### src/rtl/ethernet_rx_filt.sv
// RMII-style receive front end: preamble hunt, byte assembly, MAC filter,
// ethertype, CRC-32 check, runt/oversize limits, FCS-stripped payload. Optional statistics: ETH_RX_STATS_EN.
module ethernet_rx_filt #(
  parameter int N         = 2,
  parameter int MAX_BYTES = 1518,
  parameter int CNT_W     = 16
) (
  input  logic             clk,
  input  logic             rst,
  input  logic [N-1:0]     axiid,
  input  logic             axiiv,
  input  logic [47:0]      mac,
  input  logic             promisc,
  output logic [7:0]       axiod,
  output logic             axiov,
  output logic [15:0]      ethertype,
  output logic             ethertype_valid,
  output logic             rx_done,
  output logic             rx_kill,
  output logic [1:0]       rx_err
`ifdef ETH_RX_STATS_EN
  ,
  output logic [CNT_W-1:0] stat_good,
  output logic [CNT_W-1:0] stat_filtered,
  output logic [CNT_W-1:0] stat_runt,
  output logic [CNT_W-1:0] stat_oversize,
  output logic [CNT_W-1:0] stat_crc
`endif
);

  typedef enum logic [2:0] {WAIT_IDLE, HUNT, PRE, HDR, PAY, FIN, DROP} state_t;

  localparam logic [2:0]  LAST_BEAT = 3'(8 / N - 1);
  localparam logic [15:0] OVER_CNT  = 16'(MAX_BYTES + 1);
  localparam logic [31:0] CRC_RESID = 32'hDEBB20E3;

  state_t      state_reg;
  logic [7:0]  sr_reg;
  logic [2:0]  beat_reg;
  logic [15:0] byte_cnt_reg;
  logic [31:0] crc_reg;
  logic        uc_ok_reg;
  logic        bc_ok_reg;
  logic        ovr_reg;
  logic [7:0]  et_hi_reg;
  logic [7:0]  dl_reg [4];

  logic [7:0]  sr_next;
  logic [7:0]  mac_byte;
  logic [31:0] crc_next;
  logic [15:0] cnt_next;
  logic        byte_done;
  logic        dest_ok;
  logic        filt_now;

  // New symbols enter at the top so the first-received bits end up as the byte LSBs.
  generate
    if (N == 8) begin : g_sr8
      assign sr_next = axiid;
    end else begin : g_srn
      assign sr_next = {axiid, sr_reg[7:N]};
    end
  endgenerate

  function automatic logic [31:0] crc_byte(input logic [31:0] c, input logic [7:0] d);
    logic [31:0] r;
    r = c ^ {24'd0, d};
    for (int i = 0; i < 8; i++)
      r = r[0] ? ((r >> 1) ^ 32'hEDB88320) : (r >> 1);
    return r;
  endfunction

  always_comb begin
    mac_byte = mac[7:0];
    case (byte_cnt_reg[2:0])
      3'd0:    mac_byte = mac[47:40];
      3'd1:    mac_byte = mac[39:32];
      3'd2:    mac_byte = mac[31:24];
      3'd3:    mac_byte = mac[23:16];
      3'd4:    mac_byte = mac[15:8];
      default: mac_byte = mac[7:0];
    endcase
  end

  assign crc_next  = crc_byte(crc_reg, sr_next);
  assign cnt_next  = byte_cnt_reg + 16'd1;
  assign byte_done = axiiv && (beat_reg == LAST_BEAT);
  assign dest_ok   = (uc_ok_reg && (sr_next == mac_byte)) ||
                     (bc_ok_reg && (sr_next == 8'hFF)) || promisc;
  assign filt_now  = (state_reg == HDR) && byte_done && (byte_cnt_reg == 16'd5) && !dest_ok;

  always_ff @(posedge clk or negedge rst) begin
    if (!rst) begin
      state_reg       <= WAIT_IDLE;
      sr_reg          <= '0;
      beat_reg        <= '0;
      byte_cnt_reg    <= '0;
      crc_reg         <= '0;
      uc_ok_reg       <= 1'b0;
      bc_ok_reg       <= 1'b0;
      ovr_reg         <= 1'b0;
      et_hi_reg       <= '0;
      for (int i = 0; i < 4; i++) dl_reg[i] <= '0;
      axiod           <= '0;
      axiov           <= 1'b0;
      ethertype       <= '0;
      ethertype_valid <= 1'b0;
      rx_done         <= 1'b0;
      rx_kill         <= 1'b0;
      rx_err          <= '0;
    end else begin
      axiov           <= 1'b0;
      ethertype_valid <= 1'b0;
      rx_done         <= 1'b0;
      rx_kill         <= 1'b0;
      rx_err          <= '0;
      case (state_reg)
        WAIT_IDLE: if (!axiiv) state_reg <= HUNT;
        HUNT: begin
          sr_reg <= '0;
          if (axiiv) state_reg <= PRE;
        end
        PRE: begin
          if (!axiiv) begin
            state_reg <= HUNT;
          end else begin
            sr_reg <= sr_next;
            if (sr_next == 8'hD5) begin
              state_reg    <= HDR;
              beat_reg     <= '0;
              byte_cnt_reg <= '0;
              crc_reg      <= 32'hFFFFFFFF;
              uc_ok_reg    <= 1'b1;
              bc_ok_reg    <= 1'b1;
              ovr_reg      <= 1'b0;
            end
          end
        end
        HDR, PAY: begin
          if (!axiiv) begin
            // Partial byte bits are simply dropped; the verdict uses whole bytes only.
            state_reg <= FIN;
            if (byte_cnt_reg < 16'd64) begin
              rx_kill <= 1'b1;
              rx_err  <= 2'd1;
            end else if (crc_reg != CRC_RESID) begin
              rx_kill <= 1'b1;
              rx_err  <= 2'd3;
            end else begin
              rx_done <= 1'b1;
            end
          end else begin
            sr_reg <= sr_next;
            if (beat_reg != LAST_BEAT) begin
              beat_reg <= beat_reg + 3'd1;
            end else begin
              beat_reg     <= '0;
              crc_reg      <= crc_next;
              byte_cnt_reg <= cnt_next;
              if (state_reg == HDR) begin
                if (byte_cnt_reg < 16'd6) begin
                  uc_ok_reg <= uc_ok_reg && (sr_next == mac_byte);
                  bc_ok_reg <= bc_ok_reg && (sr_next == 8'hFF);
                end
                if (filt_now) state_reg <= DROP;
                if (byte_cnt_reg == 16'd12) et_hi_reg <= sr_next;
                if (byte_cnt_reg == 16'd13) begin
                  ethertype       <= {et_hi_reg, sr_next};
                  ethertype_valid <= 1'b1;
                  state_reg       <= PAY;
                end
              end else if (cnt_next == OVER_CNT) begin
                state_reg <= DROP;
                ovr_reg   <= 1'b1;
              end else begin
                // Four-deep delay line keeps the trailing FCS from ever being emitted.
                if (byte_cnt_reg >= 16'd18) begin
                  axiod <= dl_reg[3];
                  axiov <= 1'b1;
                end
                dl_reg[0] <= sr_next;
                for (int i = 1; i < 4; i++) dl_reg[i] <= dl_reg[i-1];
              end
            end
          end
        end
        FIN: begin
          sr_reg    <= '0;
          state_reg <= axiiv ? PRE : HUNT;
        end
        DROP: begin
          if (!axiiv) begin
            state_reg <= HUNT;
            if (ovr_reg) begin
              rx_kill <= 1'b1;
              rx_err  <= 2'd2;
            end
          end
        end
        default: state_reg <= WAIT_IDLE;
      endcase
    end
  end

`ifdef ETH_RX_STATS_EN
  logic [4:0]       stat_ev;
  logic [CNT_W-1:0] stat_cnt [5];

  assign stat_ev = {rx_kill && (rx_err == 2'd3), rx_kill && (rx_err == 2'd2),
                    rx_kill && (rx_err == 2'd1), filt_now, rx_done};

  genvar gi;
  generate
    for (gi = 0; gi < 5; gi++) begin : g_stat
      always_ff @(posedge clk or negedge rst) begin
        if (!rst)
          stat_cnt[gi] <= '0;
        else if (stat_ev[gi] && (stat_cnt[gi] != {CNT_W{1'b1}}))
          stat_cnt[gi] <= stat_cnt[gi] + 1'b1;
      end
    end
  endgenerate

  assign stat_good     = stat_cnt[0];
  assign stat_filtered = stat_cnt[1];
  assign stat_runt     = stat_cnt[2];
  assign stat_oversize = stat_cnt[3];
  assign stat_crc      = stat_cnt[4];
`else
  // CNT_W only sizes the statistics counters.
  if (CNT_W < 1) begin : g_cnt_w_unused
  end
`endif

endmodule
### config.mk
export PLATFORM = sky130hd
export DESIGN_NAME = ethernet_rx_filt
export DESIGN_NICKNAME = d
export VERILOG_FILES = /design/src/rtl/ethernet_rx_filt.sv
export SDC_FILE = /design/constraint.sdc
export NUM_CORES = 1
export LEC_CHECK = 0
export ABC_AREA = 1
export BUFFER_PORTS_ARGS = -buffer_cell sky130_fd_sc_hd__buf_2
export CAP_MARGIN = 40
export CORE_ASPECT_RATIO = 0.7
export CORE_MARGIN = 3
export CORE_UTILIZATION = 45
export DETAILED_ROUTE_END_ITERATION = 16
export PLACE_DENSITY = 0.67
export SLEW_MARGIN = 30
export SYNTH_ARGS = -nofsm -noshare
export SYNTH_HDL_FRONTEND = slang
export SYNTH_SLANG_ARGS = --single-unit
### constraint.sdc
create_clock -name clk -period 2.5 [get_ports clk]
set_clock_uncertainty 0.2 [all_clocks]
set_input_delay 0.375 -clock clk [delete_from_list [all_inputs] [get_ports clk]]
set_output_delay 0.375 -clock clk [all_outputs]
set_load 0.05 [all_outputs]
* Word level (Yosys, flattened, before mapping)
Cells that the tools add are included.
** Word-level totals
- Register bits after elaboration :: 135
** Cells by class
- $add $sub $neg :: 2
- Magnitude comparators :: 3
- Equal/unequal tests :: 35
- Muxes and demuxes :: 84
- Bitwise operators :: 12
- Reduce and logical (&&, ||, !) cells :: 27
** Operators by type and width (count)
- two-way mux 32 bit :: 12
- inverter 13 -> 14 bit :: 8
- two-way mux 16 bit :: 4
- one-hot mux 32 bit (2 select lines) :: 1
- two-way mux 3 bit :: 14
- one-hot mux 8 bit (5 select lines) :: 1
- two-way mux 1 bit :: 36
- equality test 16 x 4 -> 1 bit (second input constant) :: 2
- inequality test 32 bit (second input constant) :: 1
- one-hot mux 16 bit (2 select lines) :: 1
- bitwise XOR 32 x 8 -> 32 bit :: 1
- inequality test 2 bit (second input constant) :: 10
- AND reduction 5 bit :: 4
- adder 16 x 1 -> 16 bit (second input constant) :: 1
- equality test 16 x 11 -> 1 bit (second input constant) :: 1
- equality test 16 x 3 -> 1 bit (second input constant) :: 1
- equality test 8 bit (second input constant) :: 2
- greater-or-equal comparator 16 x 5 -> 1 bit (second input constant) :: 1
- < comparator 16 x 3 -> 1 bit (second input constant) :: 1
- < comparator 16 x 7 -> 1 bit (second input constant) :: 1
- one-hot mux 8 bit (2 select lines) :: 1
- equality test 3 x 2 -> 1 bit (second input constant) :: 5
- one-hot mux 3 bit (5 select lines) :: 1
- AND reduction 7 bit :: 2
- other kinds (25) :: 51

* Longest topological paths before layout
Gate-level depths: netlist of the first run.
- Depth in word-level cells :: 20
- Gate-level depth with buffers :: 19
- Depth with buffers taken out :: 18

* Worst setup path after synthesis of the first run
Ideal clock, no wire load.
- Path kind :: reg-to-reg
- Start :: reg byte_cnt_reg[2]
- End :: reg state_reg[2]
- Library setup time :: 0.117 ns
- Arrival :: 2.127 ns
- Data required time :: 2.183 ns
- Slack :: 0.056 ns
- Stages on the path, launching flop included :: 19
- Clock period less this slack :: 2.444 ns
- Cells stage by stage :: dfrtp_1 inv_1 buf_2 ha_1 clkbuf_1 nor2_1 nand4_1 nand3_1 nand2_1 nand2_1 inv_1 nand2_1 nor2_1 nand3_1 nand2_1 nand2_1 nand2_1 nand2_1 nand2_1
** On the way
- Longest elaborated chain between the ends :: 10
- Elaborated cells on any way between the ends :: 25
** RTL lines
- from (decl) :: line 40 : logic [15:0] byte_cnt_reg;
- from (signal assigned) :: line 159 : byte_cnt_reg <= cnt_next;
- parallel branches: the longest is 10 deep, another holds adder 16 x 1 -> 16 bit
- to (signal assigned) :: line 189 : state_reg <= axiiv ? PRE : HUNT;
- to (decl) :: line 37 : state_t state_reg;
Several ways; the timed one is not identified. The select of a mux whose other input is x is not followed.
A chain may end at the register's enable or synchronous reset.

* Worst setup path after layout of the first run
- Start :: reg byte_cnt_reg[0]
- End :: reg dl_reg[3] (netlist bit)
** On the way
- Longest elaborated chain between the ends :: 4
** RTL lines
- adder 16 x 1 -> 16 bit :: line 86 : assign cnt_next = byte_cnt_reg + 16'd1;
- equality test 16 x 11 -> 1 bit :: line 172 : end else if (cnt_next == OVER_CNT) begin
- inverter 1 bit (no line)
- AND reduction 5 bit (no line)
- to (decl) :: line 46 : logic [7:0] dl_reg [4];
No other way between the ends.

==> results.py, run 1 <==
metrics = {
    "final_layout": {
        "n_antenna_cell": 0,
        "nets": 1094,
        "drive_gt1_frac": 0.256,
        "area_growth_pct": 27.2,
        "utilization": 0.590,
    },
    "cts": {
        "clk_latency_ns": 0.42,
        "numClockSinks": 133,
        "cts_tree": "built",
        "cts_buffers": 17,
        "clockBufferDepth": 2,
        "htree_levels": 4,
        "cts_root_buffer": "clkbuf_16",
        "path_clk_slew_ns": 0.06,
    },
    "placement": {
        "pre_cts_ws_ns": -0.0870,
        "routabilityCongestion": 0.902,
        "portBuffers": 83,
        "place_hpwl_um": 13800,
    },
    "synthesis": {
        "async_reset_ff_frac": 1.00,
        "synth_cell_types": 48,
        "synth-seq-area-share": 0.459,
        "synth_edf_count": 0,
        "yosysWarningCount": 0,
        "yosys_register_bits": 133,
        "avgSynthCellArea_um2": 8.15,
        "synth_nets": 951,
        "synth_flop_cell": "dfrtp_1",
        "mappedNetlistArea_um2": 7250,
        "syn_inst": 890,
    },
    "timing": {
        "post-route-period-util": 0.997,
        "fin_crit_ns": 2.49,
        "finalMaxSlewViolations": 0,
        "rsz0062_at_grt": "yes",
        "fmax_mhz": 401,
        "fin_ws_ns": 0.00861,
        "setup_violations": 0,
        "relSlewSlack": 0.638,
        "final-hold-violation-count": 0,
        "tightest_slew_ns": 0.541,
        "setup_tns_ns": 0,
    },
    "setup_path": {
        "cp_max_fo": 9,
        "cp_cell_sequence": "ha_4, ha_4, nor2_1, nand3_2, nor2_2, nand3_2, nor2_4, nand3_4, nand3_4, clkbuf_16, nand2_1, o21ai_0",
        "max_stage_delay_ns": 0.47,
        "cp_top_family": "simple AND/OR/NAND/NOR gates",
        "worst-path-buf-inv": 1,
        "required_ns": 2.63,
        "end_kind": "flop",
        "critPathKind": "flop to flop",
        "crit_slowest_cell": "dfrtp_2",
        "start_kind": "flop",
        "arrival_ns": 2.62,
    },
    "run": {
        "max_cap_violations": 0,
    },
    "power_and_ir_drop": {
        "p_per_area_nw_per_um2": 1170,
        "pwr-share-clk": 0.228,
        "pwr-share-seq": 0.271,
        "switching_share": 0.431,
        "ir_worst_vdd_mv": 0.966,
        "p_comb_frac": 0.501,
        "p_switching_mw": 4.65,
        "leakagePower_nw": 4.50,
        "internal_power_mw": 6.14,
    },
    "die": {
        "die_area_um2": 17700,
        "io_pins": 84,
        "num_rows": 38,
        "die_x_um": 158,
        "die_h_um": 112,
        "core_area_um2": 15600,
        "initial_core_util": 0.464,
    },
    "min_path": {
        "hp-class": "primary input to flop",
    },
    "route": {
        "drtIter0Drc": 559,
        "viasPerCell": 5.26,
        "first_pass_iters": 5,
        "ant_nets": 0,
        "wirelength_um": 20000,
        "drt-wirelength-per-cell_um": 16.1,
        "drt_drc_violations_left": 0,
        "vias": 6560,
    },
    "global_routing": {
        "grt.overflow.total": 0,
        "grt_pass1_vias": 6191,
        "antenna_found_initial": 0,
        "grt_usage": 0.220,
        "grt_pass1_wl_um": 31100,
        "grt_max_degree": 52,
    },
    "outcome": {
        "status": "finished, final reports clean",
    },
}
cell families after synthesis:
logic type	synth area share
AO/OA/AOI/OAI	0.102
XOR/XNOR	0.0964
adder cells (fa/ha/maj)	0.0121
buffers and inverters	0.0706
flip-flops	0.459
AND/OR/NAND/NOR	0.260
synth_stat cells (all sizes together) (2+ instances only):
cell type	n	area, um^2
nand3	53	283
nor2	77	328
o21ai	63	315
buf	18	131
a21oi	28	155
xor2	56	490
ha	7	87.6
nor3	11	60.1
a22oi	4	30.0
nand4	28	181
nor4	4	25.0
or2	4	25.0
xnor2	20	209
inv	96	360
o22a	4	35.0
o22ai	14	100
clkbuf	4	15.0
a41oi	2	17.5
nand2	252	986
o211ai	3	22.5
dfrtp	133	3330
a32oi	2	17.5
final timing paths:
kind	from	to	slack (ns)	cells after the start
max	byte_cnt_reg[0]	dl_reg[3]	0.009	12
max in group asynchronous	rst	ethertype[1]	1.28	3
min reg2reg	ethertype[9]	ethertype[9]	0.27	2
min in group asynchronous	rst	crc_reg[31]	0.23	2
max reg2reg	byte_cnt_reg[0]	dl_reg[3]	0.009	12
min	axiiv	rx_err[0]	0.06	4
placed cells by master (no fill, tap or decap), types with 6 or more instances in the layout:
| cell type | instances |
|---|---|
| a21oi_1 | 23 |
| nor2_4 | 8 |
| clkinvlp_4 | 8 |
| nor2_1 | 58 |
| inv_1 | 84 |
| nand2_2 | 21 |
| nor2_2 | 10 |
| inv_2 | 9 |
| clkbuf_16 | 21 |
| nand3_1 | 47 |
| nor3_1 | 9 |
| nand2_4 | 6 |
| o21ai_1 | 15 |
| buf_2 | 82 |
| nand2_1 | 225 |
| xnor2_1 | 17 |
| inv_6 | 9 |
| xor2_1 | 55 |
| buf_6 | 7 |
| nand4_1 | 27 |
| o22ai_1 | 12 |
| buf_4 | 42 |
| dfrtp_1 | 129 |
| o21ai_0 | 48 |
per-stage QoR:
step           power, mW  instance area, um^2  instances  hold WS [ns]
4_1_cts             10.5                 8750       1228        0.0396
6_report            10.8                 9230       1246        0.0601
3_3_place_gp        7.93                 8150       1195         0.111
5_1_grt             11.5                 9230       1246        0.0642
3_5_place_dp        7.99                 8150       1195         0.115
2_1_floorplan       6.52                 7250        890        -0.121
worst register-to-register path: stages, from the launching register on:
cell       delay (ns)
dfrtp_2          0.47
ha_4             0.21
ha_4             0.21
nor2_1           0.16
nand3_2          0.11
nor2_2           0.13
nand3_2          0.09
nor2_4           0.13
nand3_4          0.14
nand3_4          0.22
clkbuf_16        0.20
nand2_1          0.06
o21ai_0          0.08
metal layers:
metal / wire length, um / vias up / GRT usage
met3: 1440 / 25 / 0.0624
met5: 0 / - / 0
met4: 216 / 0 / 0.0538
li1: - / 3180 / -
met1: 9850 / 3122 / 0.330
met2: 8540 / 233 / 0.317
power by group through the flow:
stage,Sequential [mW],Combinational [mW],Clock [mW]
6_report,2.93,5.41,2.46
5_1_grt,2.98,5.95,2.61
4_1_cts,2.90,5.13,2.51
3_5_place_dp,2.92,5.07,0
3_3_place_gp,2.92,5.01,0
2_1_floorplan,2.90,3.62,0
cell type report:
class | count | area, um^2
Clock buffer | 18 | 439
Clock inverter | 14 | 139
Fill cell | 1358 | 6410
Inverter | 97 | 374
Multi-Input combinational cell | 639 | 3640
Sequential cell | 133 | 3330
Tap cell | 200 | 250
Timing Repair Buffer | 142 | 1020
Timing Repair inverter | 3 | 22.5
timing repair:
item | in CTS | in global routing
endpoints found under the setup margin | 33 | 56
hold buffers | 1 | 0
pin swaps | 0 | 23
setup buffers | 0 | 9
cloned | 0 | 9
resized for setup | 3 | 86
endpoints found under the hold margin | 36 | 0
Note: power is estimated with default switching activity, not from simulation.
==> inputs of run 2 (changes only) <==
--- a/config.mk
+++ b/config.mk
@@ -5,14 +5,13 @@
 export SDC_FILE = /design/constraint.sdc
 export NUM_CORES = 1
 export LEC_CHECK = 0
-export ABC_AREA = 1
 export BUFFER_PORTS_ARGS = -buffer_cell sky130_fd_sc_hd__buf_2
 export CAP_MARGIN = 40
 export CORE_ASPECT_RATIO = 0.7
 export CORE_MARGIN = 3
-export CORE_UTILIZATION = 45
+export CORE_UTILIZATION = 50
 export DETAILED_ROUTE_END_ITERATION = 16
-export PLACE_DENSITY = 0.67
+export PLACE_DENSITY = 0.73
 export SLEW_MARGIN = 30
 export SYNTH_ARGS = -nofsm -noshare
 export SYNTH_HDL_FRONTEND = slang
==> results.py, run 2 <==
metrics = {
    "synthesis": {
        "synth_cell_types": 63,
        "synth-seq-area-share": 0.470,
        "avgSynthCellArea_um2": 10.4,
        "yosys-top-cells-count": "dfrtp_1, nor2_1, mux2_2, xnor2_1, a31oi_1",
        "synth_edf_count": 0,
        "async_reset_ff_frac": 1.00,
        "synth_nets": 742,
        "yosysWarningCount": 0,
        "mappedNetlistArea_um2": 7080,
        "synth_most_common_cell": "dfrtp_1",
        "synth_top_area_share": 0.470,
        "syn_inst": 681,
        "yosys_register_bits": 133,
        "yosysTopAreaCell": "dfrtp_1",
        "synth.top_cells.by_area": "dfrtp_1, mux2_2, xnor2_1",
        "synth_flop_cell": "dfrtp_1",
    },
    "timing": {
        "post-route-period-util": 1.19,
        "setup_violations": 58,
        "rsz0062_at_grt": "yes",
        "worst_hold_slack_ns": 0.158,
        "tightest_slew_ns": 0.664,
        "fin_crit_ns": 2.98,
        "fmax_mhz": 336,
        "fin_ws_ns": -0.476,
        "relSlewSlack": 0.554,
        "finalMaxSlewViolations": 0,
        "final-hold-violation-count": 0,
    },
    "setup_path": {
        "end_kind": "flop",
        "cp_cell_sequence": "ha_4, ha_4, buf_4, a222oi_1, nand3_1, mux2i_1, nand4_1, or4_4, a41oi_4, o31ai_1",
        "start_kind": "flop",
        "arrival_ns": 3.06,
        "reg2reg_slack_ns": -0.48,
        "r2r-end": "state_reg[1]",
        "critPathKind": "flop to flop",
        "cp_top_family": "simple AND/OR/NAND/NOR gates",
        "critPathMostFrequentCell": "ha_4",
        "cp_max_fo": 7,
        "worst-path-buf-inv": 1,
        "r2r_start": "byte_cnt_reg[1]",
        "required_ns": 2.58,
        "crit_slowest_cell": "dfrtp_2",
        "max_stage_delay_ns": 0.45,
        "r2r_cells": 10,
    },
    "outcome": {
        "violations": "setup timing",
        "status": "finished, violations left",
    },
    "cts": {
        "cts_buffers": 17,
        "cts_root_buffer": "clkbuf_16",
        "cts_tree": "built",
        "numClockSinks": 133,
        "htree_levels": 4,
        "clockBufferDepth": 2,
        "clk_latency_ns": 0.42,
        "path_clk_slew_ns": 0.06,
    },
    "placement": {
        "portBuffers": 83,
        "routabilityCongestion": 0.946,
        "place_hpwl_um": 13500,
        "postPlaceCellArea_um2": 8430,
    },
    "final_layout": {
        "layout_common_cells": "dfrtp_1, buf_4, buf_2",
        "fin_area_um2": 9460,
        "drive_gt1_frac": 0.397,
        "mostFrequentLayoutCell": "dfrtp_1",
        "n_antenna_cell": 0,
        "area_growth_pct": 33.7,
        "nets": 910,
    },
    "global_routing": {
        "grt_usage": 0.259,
        "grt.overflow.total": 0,
        "grt_pass1_wl_um": 32400,
        "antenna_found_initial": 0,
        "grt_pass1_vias": 6268,
        "grt_max_degree": 61,
    },
    "die": {
        "initial_core_util": 0.525,
        "core_area_um2": 13500,
        "io_pins": 84,
        "die_x_um": 148,
        "num_rows": 35,
        "die_h_um": 106,
        "die_area_um2": 15600,
    },
    "route": {
        "drt-wirelength-per-cell_um": 19.0,
        "wirelength_um": 19900,
        "vias": 6097,
        "ant_nets": 0,
        "viasPerCell": 5.82,
        "drt_drc_violations_left": 0,
        "drtIter0Drc": 477,
        "first_pass_iters": 6,
    },
    "power_and_ir_drop": {
        "fin_total_pwr_mw": 11.5,
        "ir_worst_vdd_mv": 0.712,
        "leakagePower_nw": 4.46,
        "p_per_area_nw_per_um2": 1210,
    },
    "min_path": {
        "holdPathStages": 2,
        "hp-class": "primary input to flop",
        "min_to": "ethertype[6]",
        "hold_path.startpoint": "axiid[0]",
    },
    "run": {
        "max_cap_violations": 0,
    },
}
==> run 2: metal layers <==
| metal | vias to the layer above | global-route usage | part of all wire |
|---|---|---|---|
| met5 | - | 0.0167 | 0 |
| met1 | 3007 | 0.356 | 0.44 |
| met4 | 0 | 0.0705 | 0.018 |
| met2 | 273 | 0.410 | 0.47 |
| met3 | 31 | 0.0623 | 0.071 |
| li1 | 2786 | - | - |
==> run 2: what timing repair did <==
item	CTS	global route
pin swaps	4	6
resized for setup	53	16
endpoints found under the setup margin	87	114
gates cloned	2	2
hold buffers	1	0
setup buffers	3	3
endpoints found under the hold margin	45	0
==> run 2: final cells by class <==
type / instances / area (um^2)
Clock buffer: 19 / 443
Clock inverter: 13 / 115
Fill cell: 987 / 4030
Inverter: 11 / 42.5
Multi-Input combinational cell: 491 / 3850
Sequential cell: 133 / 3330
Tap cell: 185 / 231
Timing Repair Buffer: 195 / 1440
==> run 2: power breakdown <==
part | switching, mW | internal (mW)
Combinational | 3.32 | 2.95
Clock | 1.04 | 1.33
Sequential | 0.363 | 2.47
Total | 4.72 | 6.75
==> run 2: stage by stage <==
stage / utilization / setup TNS (ns) / std cells / setup WS (ns)
floorplan: - / -16.75 / 681 / -0.628
global placement: 0.625 / -18.18 / 1004 / -0.403
detailed placement: 0.625 / -24.94 / 1004 / -0.518
CTS: 0.690 / -17.32 / 1042 / -0.448
global route: 0.701 / -25.96 / 1047 / -0.574
finish: 0.701 / -18.34 / 1047 / -0.476
==> run 2: worst max path at each step <==
stage / start / end / slack [ns] / depth (start not counted)
after global placement: byte_cnt_reg[0] / axiod[3] / -0.40 / 9
after CTS: byte_cnt_reg[1] / state_reg[0] / -0.45 / 10
after detailed placement: byte_cnt_reg[1] / state_reg[0] / -0.52 / 11
after floorplan: byte_cnt_reg[1] / state_reg[1] / -0.63 / 13
after global routing: byte_cnt_reg[1] / state_reg[1] / -0.57 / 11
final: byte_cnt_reg[1] / state_reg[1] / -0.48 / 10
==> run 2: logic make-up after synthesis <==
kind of cell             Yosys count  share of synthesized area
AND/OR/NAND/NOR                  186                      0.134
AO/OA/AOI/OAI                    149                      0.135
flip-flops                       133                      0.470
XOR/XNOR                          82                      0.104
multiplexers                      67                      0.111
buffers and inverters             57                     0.0341
adder cells (fa/ha/maj)            7                     0.0124
